File: src/rtl/cordic_pkg.sv
// Shared types, constants and helpers for the iterative CORDIC engine.
//   mode_e    : operation mode captured with each operand set
//   state_e   : engine FSM states
//   ATAN_Q29  : atan(2^-i) in Q2.29, rounded to nearest, i = 0..31
//   atan_lut  : ATAN_Q29[i] re-rounded to 'frac' fractional bits
package cordic_pkg;

  typedef enum logic {
    ROTATION  = 1'b0,
    VECTORING = 1'b1
  } mode_e;

  typedef enum logic [1:0] {
    IDLE = 2'd0,
    RUN  = 2'd1,
    DONE = 2'd2
  } state_e;

  localparam int ATAN_FRAC = 29;

  localparam logic [31:0] ATAN_Q29 [0:31] = '{
    32'd421657428, 32'd248918915, 32'd131521918, 32'd66762579,
    32'd33510843,  32'd16771758,  32'd8387925,   32'd4194219,
    32'd2097141,   32'd1048575,   32'd524288,    32'd262144,
    32'd131072,    32'd65536,     32'd32768,     32'd16384,
    32'd8192,      32'd4096,      32'd2048,      32'd1024,
    32'd512,       32'd256,       32'd128,       32'd64,
    32'd32,        32'd16,        32'd8,         32'd4,
    32'd2,         32'd1,         32'd0,         32'd0
  };

  // Round-to-nearest: add half an output LSB, then drop the extra bits.
  // Table entries are non-negative, so a logical shift is equivalent to
  // an arithmetic one here.
  function automatic logic [31:0] atan_lut(input logic [4:0] i, input int frac);
    logic [31:0] v;
    int          sh;
    sh = ATAN_FRAC - frac;
    if (sh <= 0) begin
      v = ATAN_Q29[i] << (-sh);
    end else begin
      v = (ATAN_Q29[i] + (32'd1 << (sh - 1))) >> sh;
    end
    return v;
  endfunction

endpackage

File: src/rtl/cordic_micro_rotation.sv
// One combinational CORDIC micro-rotation step.
//   x, y      : current vector (signed, BIT_WIDTH+GUARD bits)
//   z         : current angle accumulator (signed Q3.(BIT_WIDTH-3))
//   i         : iteration index, sets the shift distance
//   mode      : ROTATION drives z toward 0, VECTORING drives y toward 0
//   atan      : atan(2^-i) in the same format as z
//   x_nxt, y_nxt, z_nxt : vector/angle after this step
//   d         : direction decision used for this step
module cordic_micro_rotation
  import cordic_pkg::*;
#(
  parameter int BIT_WIDTH = 16,
  parameter int GUARD     = 2,
  parameter int CNT_W     = 4
) (
  input  logic signed [BIT_WIDTH+GUARD-1:0] x,
  input  logic signed [BIT_WIDTH+GUARD-1:0] y,
  input  logic signed [BIT_WIDTH-1:0]       z,
  input  logic        [CNT_W-1:0]           i,
  input  mode_e                             mode,
  input  logic signed [BIT_WIDTH-1:0]       atan,
  output logic signed [BIT_WIDTH+GUARD-1:0] x_nxt,
  output logic signed [BIT_WIDTH+GUARD-1:0] y_nxt,
  output logic signed [BIT_WIDTH-1:0]       z_nxt,
  output logic                              d
);

  localparam int XW = BIT_WIDTH + GUARD;

  logic signed [XW-1:0] x_sh;
  logic signed [XW-1:0] y_sh;

  assign x_sh = x >>> i;
  assign y_sh = y >>> i;

  // Vectoring: d=1 whenever x and y share a sign (y=0 with x>=0 counts
  // as same sign), which rotates clockwise and pulls y toward zero.
  assign d = (mode == VECTORING) ? ~(x[XW-1] ^ y[XW-1]) : z[BIT_WIDTH-1];

  // Both new coordinates use the pre-step x/y; z wraps modulo 2^BIT_WIDTH.
  always_comb begin
    if (d) begin
      x_nxt = x + y_sh;
      y_nxt = y - x_sh;
      z_nxt = z + atan;
    end else begin
      x_nxt = x - y_sh;
      y_nxt = y + x_sh;
      z_nxt = z - atan;
    end
  end

endmodule

File: src/rtl/cordic_iter_engine.sv
// Iterative CORDIC engine: one micro-rotation per clock, K gain not removed.
//   clk, rst        : clock (rising edge), asynchronous active-high reset
//   in_valid/ready  : operand handshake (x_in, y_in, z_in, mode_bit)
//   out_valid/ready : result handshake (x_out, y_out, z_out, dir_bits)
//   dir_bits        : d_i of each iteration, bit i = iteration i
//   state_dbg       : current FSM state, for observation only
//
// Handshake: a transfer happens on a rising edge where valid && ready are
// both 1. in_ready is 1 only in IDLE; out_valid is 1 only in DONE and the
// result holds stable until out_ready is seen. Neither side's valid may
// depend on the other side's ready.
module cordic_iter_engine
  import cordic_pkg::*;
#(
  parameter int BIT_WIDTH  = 16,
  parameter int ITERATIONS = 12,
  parameter int GUARD      = 2
) (
  input  logic                              clk,
  input  logic                              rst,
  input  logic                              in_valid,
  output logic                              in_ready,
  input  logic signed [BIT_WIDTH-1:0]       x_in,
  input  logic signed [BIT_WIDTH-1:0]       y_in,
  input  logic signed [BIT_WIDTH-1:0]       z_in,
  input  logic                              mode_bit,
  output logic                              out_valid,
  input  logic                              out_ready,
  output logic signed [BIT_WIDTH+GUARD-1:0] x_out,
  output logic signed [BIT_WIDTH+GUARD-1:0] y_out,
  output logic signed [BIT_WIDTH-1:0]       z_out,
  output logic        [ITERATIONS-1:0]      dir_bits,
  output state_e                            state_dbg
);

  localparam int XW    = BIT_WIDTH + GUARD;
  localparam int FRAC  = BIT_WIDTH - 3;
  localparam int CNT_W = (ITERATIONS > 1) ? $clog2(ITERATIONS) : 1;
  localparam logic [CNT_W-1:0] LAST = CNT_W'(ITERATIONS - 1);

  state_e                 state;
  state_e                 state_nxt;
  logic                   accept;
  logic                   last;

  logic signed [XW-1:0]        x_r;
  logic signed [XW-1:0]        y_r;
  logic signed [BIT_WIDTH-1:0] z_r;
  mode_e                       mode_r;
  logic [CNT_W-1:0]            iter;
  logic [ITERATIONS-1:0]       dir_r;
  logic [ITERATIONS-1:0]       dir_upd;

  logic signed [XW-1:0]        x_nxt;
  logic signed [XW-1:0]        y_nxt;
  logic signed [BIT_WIDTH-1:0] z_nxt;
  logic                        d;
  logic signed [BIT_WIDTH-1:0] atan_val;

  assign state_dbg = state;
  assign atan_val  = BIT_WIDTH'(atan_lut(5'(iter), FRAC));

  cordic_micro_rotation #(
    .BIT_WIDTH (BIT_WIDTH),
    .GUARD     (GUARD),
    .CNT_W     (CNT_W)
  ) u_step (
    .x     (x_r),
    .y     (y_r),
    .z     (z_r),
    .i     (iter),
    .mode  (mode_r),
    .atan  (atan_val),
    .x_nxt (x_nxt),
    .y_nxt (y_nxt),
    .z_nxt (z_nxt),
    .d     (d)
  );

  // Direction history including the step being taken this cycle, so the
  // final iteration's bit reaches dir_bits on the RUN->DONE edge.
  always_comb begin
    dir_upd       = dir_r;
    dir_upd[iter] = d;
  end

  always_ff @(posedge clk or posedge rst) begin
    if (rst) begin
      state <= IDLE;
    end else begin
      state <= state_nxt;
    end
  end

  always_comb begin
    state_nxt = state;
    in_ready  = 1'b0;
    out_valid = 1'b0;
    accept    = 1'b0;
    last      = 1'b0;
    unique case (state)
      IDLE: begin
        in_ready = 1'b1;
        if (in_valid) begin
          accept    = 1'b1;
          state_nxt = RUN;
        end
      end
      RUN: begin
        if (iter == LAST) begin
          last      = 1'b1;
          state_nxt = DONE;
        end
      end
      DONE: begin
        out_valid = 1'b1;
        if (out_ready) begin
          state_nxt = IDLE;
        end
      end
      default: state_nxt = IDLE;
    endcase
  end

  // Working registers advance every RUN cycle; the visible result only
  // changes on the final iteration so it stays stable through DONE.
  always_ff @(posedge clk or posedge rst) begin
    if (rst) begin
      x_r      <= '0;
      y_r      <= '0;
      z_r      <= '0;
      mode_r   <= ROTATION;
      iter     <= '0;
      dir_r    <= '0;
      x_out    <= '0;
      y_out    <= '0;
      z_out    <= '0;
      dir_bits <= '0;
    end else if (accept) begin
      x_r    <= XW'(x_in);
      y_r    <= XW'(y_in);
      z_r    <= z_in;
      mode_r <= mode_e'(mode_bit);
      iter   <= '0;
      dir_r  <= '0;
    end else if (state == RUN) begin
      x_r   <= x_nxt;
      y_r   <= y_nxt;
      z_r   <= z_nxt;
      dir_r <= dir_upd;
      if (last) begin
        iter     <= '0;
        x_out    <= x_nxt;
        y_out    <= y_nxt;
        z_out    <= z_nxt;
        dir_bits <= dir_upd;
      end else begin
        iter <= iter + 1'b1;
      end
    end
  end

endmodule

File: config.mk
export PLATFORM = sky130hd
export DESIGN_NAME = cordic_iter_engine
export DESIGN_NICKNAME = d
export VERILOG_FILES = /design/src/rtl/cordic_pkg.sv /design/src/rtl/cordic_micro_rotation.sv /design/src/rtl/cordic_iter_engine.sv
export SDC_FILE = /design/constraint.sdc
export NUM_CORES = 1
export LEC_CHECK = 0
export BUFFER_PORTS_ARGS = -buffer_cell sky130_fd_sc_hd__buf_2
export CORE_MARGIN = 1.5
export CORE_UTILIZATION = 55
export DETAILED_ROUTE_END_ITERATION = 6
export MAX_ROUTING_LAYER = met4
export PLACE_DENSITY = 0.73
export SYNTH_ARGS = -nofsm -noshare
export SYNTH_HDL_FRONTEND = slang
export SYNTH_HIERARCHICAL = 1
export SYNTH_SLANG_ARGS = --single-unit
export TNS_END_PERCENT = 1
File: constraint.sdc
create_clock -name clk -period 7.31 [get_ports clk]
set_input_delay 1.462 -clock clk [delete_from_list [all_inputs] [get_ports clk]]
set_output_delay 1.462 -clock clk [all_outputs]
set_load 0.02 [all_outputs]
==> impl_metrics.json <==
{
  "status": "finished clean",
  "synth_top_area_frac": 0.3018,
  "fmax_mhz": 176.7,
  "dieArea_mm2": 0.02106,
  "grtUsageTotal": 0.2854,
  "r2r_slack_ns": 1.65,
  "overflow": 0,
  "crit_buf_inv": 1,
  "grt_antenna_before_repair": 0,
  "grt_max_degree": 72,
  "cts_htree_levels": 4,
  "grt_pass1_vias": 9204,
  "slowest_stage": "mux4_2",
  "syn_avg_cell_area_um2": 9.383,
  "whs_path_depth": 1,
  "hpwl_mm": 20.39,
  "cts_tree": "yes",
  "die_h_um": 145.1,
  "async_reset_ff_frac": 1.000,
  "via_per_inst": 6.086,
  "tightest_slew_ns": 0.9564,
  "reg2regPathDepth": 19,
  "clk_path_buf_depth": 2,
  "root_buffer": "clkbuf_16",
  "layout-drive-gt1-share": 0.1774,
  "critPathMostFrequentCell": "nand2_1",
  "setup_violations": 0,
  "syn_to_final_growth_pct": 11.13,
  "cts_sinks": 134,
  "startpoint_type": "flip-flop",
  "ios": 121,
  "syn_inst": 1184,
  "firstDrtPassIters": 5,
  "muxShareOfSynthArea": 0.1712,
  "synth_warnings": 6,
  "cts_made_buffers": 17,
  "drt_drc_violations_left": 0,
  "period_share": 0.7740,
  "place_congestion": 0.9485,
  "maxSlewHeadroom": 0.3624,
  "crit_path_end_kind": "flip-flop",
  "core_mm2": 0.01965,
  "nets": 1390,
  "holdCritPathClass": "flip-flop to flip-flop",
  "min_delay_worst_endpoint": "dir_bits[2]",
  "vias": 9433,
  "postCtsSetupBuffers": 0,
  "synth-xor-area-share": 0.07174,
  "synth_fa_ha_area_frac": 0.07523,
  "netlist_area_mm2": 0.01111,
  "maxSlewViolCount": 0,
  "r2r-end": "x_r[16]",
  "ctsResizeCount": 0,
  "synth_top_family_by_area": "multiplexers",
  "synth.distinct_cells": 80,
  "rsz0062_at_grt": "no",
  "port_buffers": 120,
  "cp.arrival_ns": 6.01,
  "critical_path_depth": 19,
  "layout_common_cells": "182 x nand2_1, 131 x dfrtp_1, 120 x buf_2",
  "synth_top_cell_by_area": "dfrtp_1",
  "ys_seq_area_frac": 0.3018,
  "mostFrequentLayoutCell": "nand2_1",
  "postCtsHoldBufs": 0,
  "ys_ff_latch": 134,
  "insertion_delay_ns": 0.43,
  "hp-start": "dir_r[2]",
  "worstPathCellList": "buf_4, mux4_2, mux2i_1, nand2_1, o21ai_0, ha_1, nand2_1, o21ai_0, fa_1, a21o_1, a21oi_1, nor2b_1, o21a_1, o311ai_0, nand4b_1, a211o_1, o211ai_1, nand2_1, a31oi_1",
  "layout_min_cycle_time_ns": 5.658,
  "cp_top_family": "compound AO/OA/AOI/OAI gates",
  "r2r-start": "iter[1]",
  "drt-initial-drc-count": 625,
  "n_antenna_cell": 0,
  "hold_violations": 0,
  "crit_fanout": 47,
  "drv_cap": 0,
  "synth-main-ff-cell": "dfrtp_1",
  "synth-edff-count": 0,
  "synthSimpleGateAreaFrac": 0.1622,
  "fp.dieW_um": 145.1,
  "grt_pass1_wl_mm": 47.68,
  "max_stage_delay_ns": 0.59,
  "wl_mm": 28.56,
  "finalSetupTns_ns": 0,
  "start_util": 0.5653,
  "drtAntennaViolNets": 0,
  "clk_pin_slew_ns": 0.06,
  "required_ns": 7.66,
  "crit_type": "flip-flop to flip-flop",
  "synth-compound-area-share": 0.1705,
  "finClkSkew_ns": 0.01930,
  "synth_area_leaders": "dfrtp_1 30%, ha_1 7.0%, nand2_1 6.1%",
  "rows": 51,
  "wl_per_cell_um": 18.42
}
==> per-layer routing <==
metal | global-route usage | vias up | wire length [um]
li1 | - | 4513 | -
met1 | 0.3610 | 4595 | 12550
met2 | 0.4799 | 289 | 14230
met3 | 0.04560 | 36 | 1388
met4 | 0.07041 | 0 | 388
met5 | - | - | 0
==> registers in the layout (all words and copies together), names as in the netlist <==
name	cells
x_out	18
iter	4
z_out	16
y_out	18
z_r	16
dir_r	11
mode_r	1
x_r	18
state_dbg	2
y_r	18
dir_bits	12
==> metrics by stage <==
stage          hold slack (ns)  utilization  worst slack, ns  cell area, um^2  std cells
2_1_floorplan           0.4512            -            2.028            11120       1188
3_3_place_gp            0.4639       0.5985            1.925            11760       1518
3_5_place_dp            0.4677       0.5985            1.792            11760       1518
4_1_cts                 0.4816       0.6282            1.761            12350       1550
5_1_grt                 0.4980       0.6282            1.307            12350       1550
6_report                0.4787       0.6282            1.652            12350       1550
==> cell type report <==
| type | instances | area [um^2] |
|---|---|---|
| Fill cell | 1703 | 7308 |
| Inverter | 30 | 117.6 |
| Clock inverter | 14 | 142.6 |
| Clock buffer | 18 | 439.2 |
| Timing Repair Buffer | 131 | 683.2 |
| Multi-Input combinational cell | 958 | 7274 |
| Sequential cell | 134 | 3357 |
| Tap cell | 265 | 331.6 |
==> cell usage after synthesis (5+ instances only) <==
cell and count:
nand2_1 182, dfrtp_1 134, xnor2_1 67, o21ai_0 65, nor2_1 63, ha_1 62
a21oi_1 60, mux2_1 57, a22oi_1 52, inv_1 29, xor2_1 24, clkbuf_1 22
mux2i_1 22, a31oi_1 21, mux4_2 20, nand2b_1 19, nor3_1 19, buf_2 17
mux2_2 16, a21o_1 15, mux4_1 15, nand3_1 15, nor2b_1 15, buf_6 12
and3_1 11, buf_4 9, o21a_1 9, and2_1 8, o31ai_1 8, or3_1 8
a211oi_1 7, nand4_1 7, o211ai_1 7, or2_2 7, buf_1 5
==> worst max-delay path by stage <==
stage,endpoint,startpoint
final,x_r[16],iter[1]
after global routing,x_r[16],iter[1]
after CTS,x_r[16],iter[1]
after detailed placement,x_r[16],iter[1]
after global placement,z_out[15],iter[1]
after floorplan,z_out[15],iter[1]
==> logic make-up after synthesis <==
| kind of cell | Yosys count |
|---|---|
| buffers and inverters | 96 |
| flip-flops | 134 |
| XOR/XNOR | 91 |
| AO/OA/AOI/OAI | 288 |
| other | 1 |
| AND/OR/NAND/NOR | 378 |
| adder cells (fa/ha/maj) | 65 |
| multiplexers | 131 |
Power is left out: the tool's default activity adds up to more than one toggle a clock period on the data nets, which glitch-free logic cannot reach.
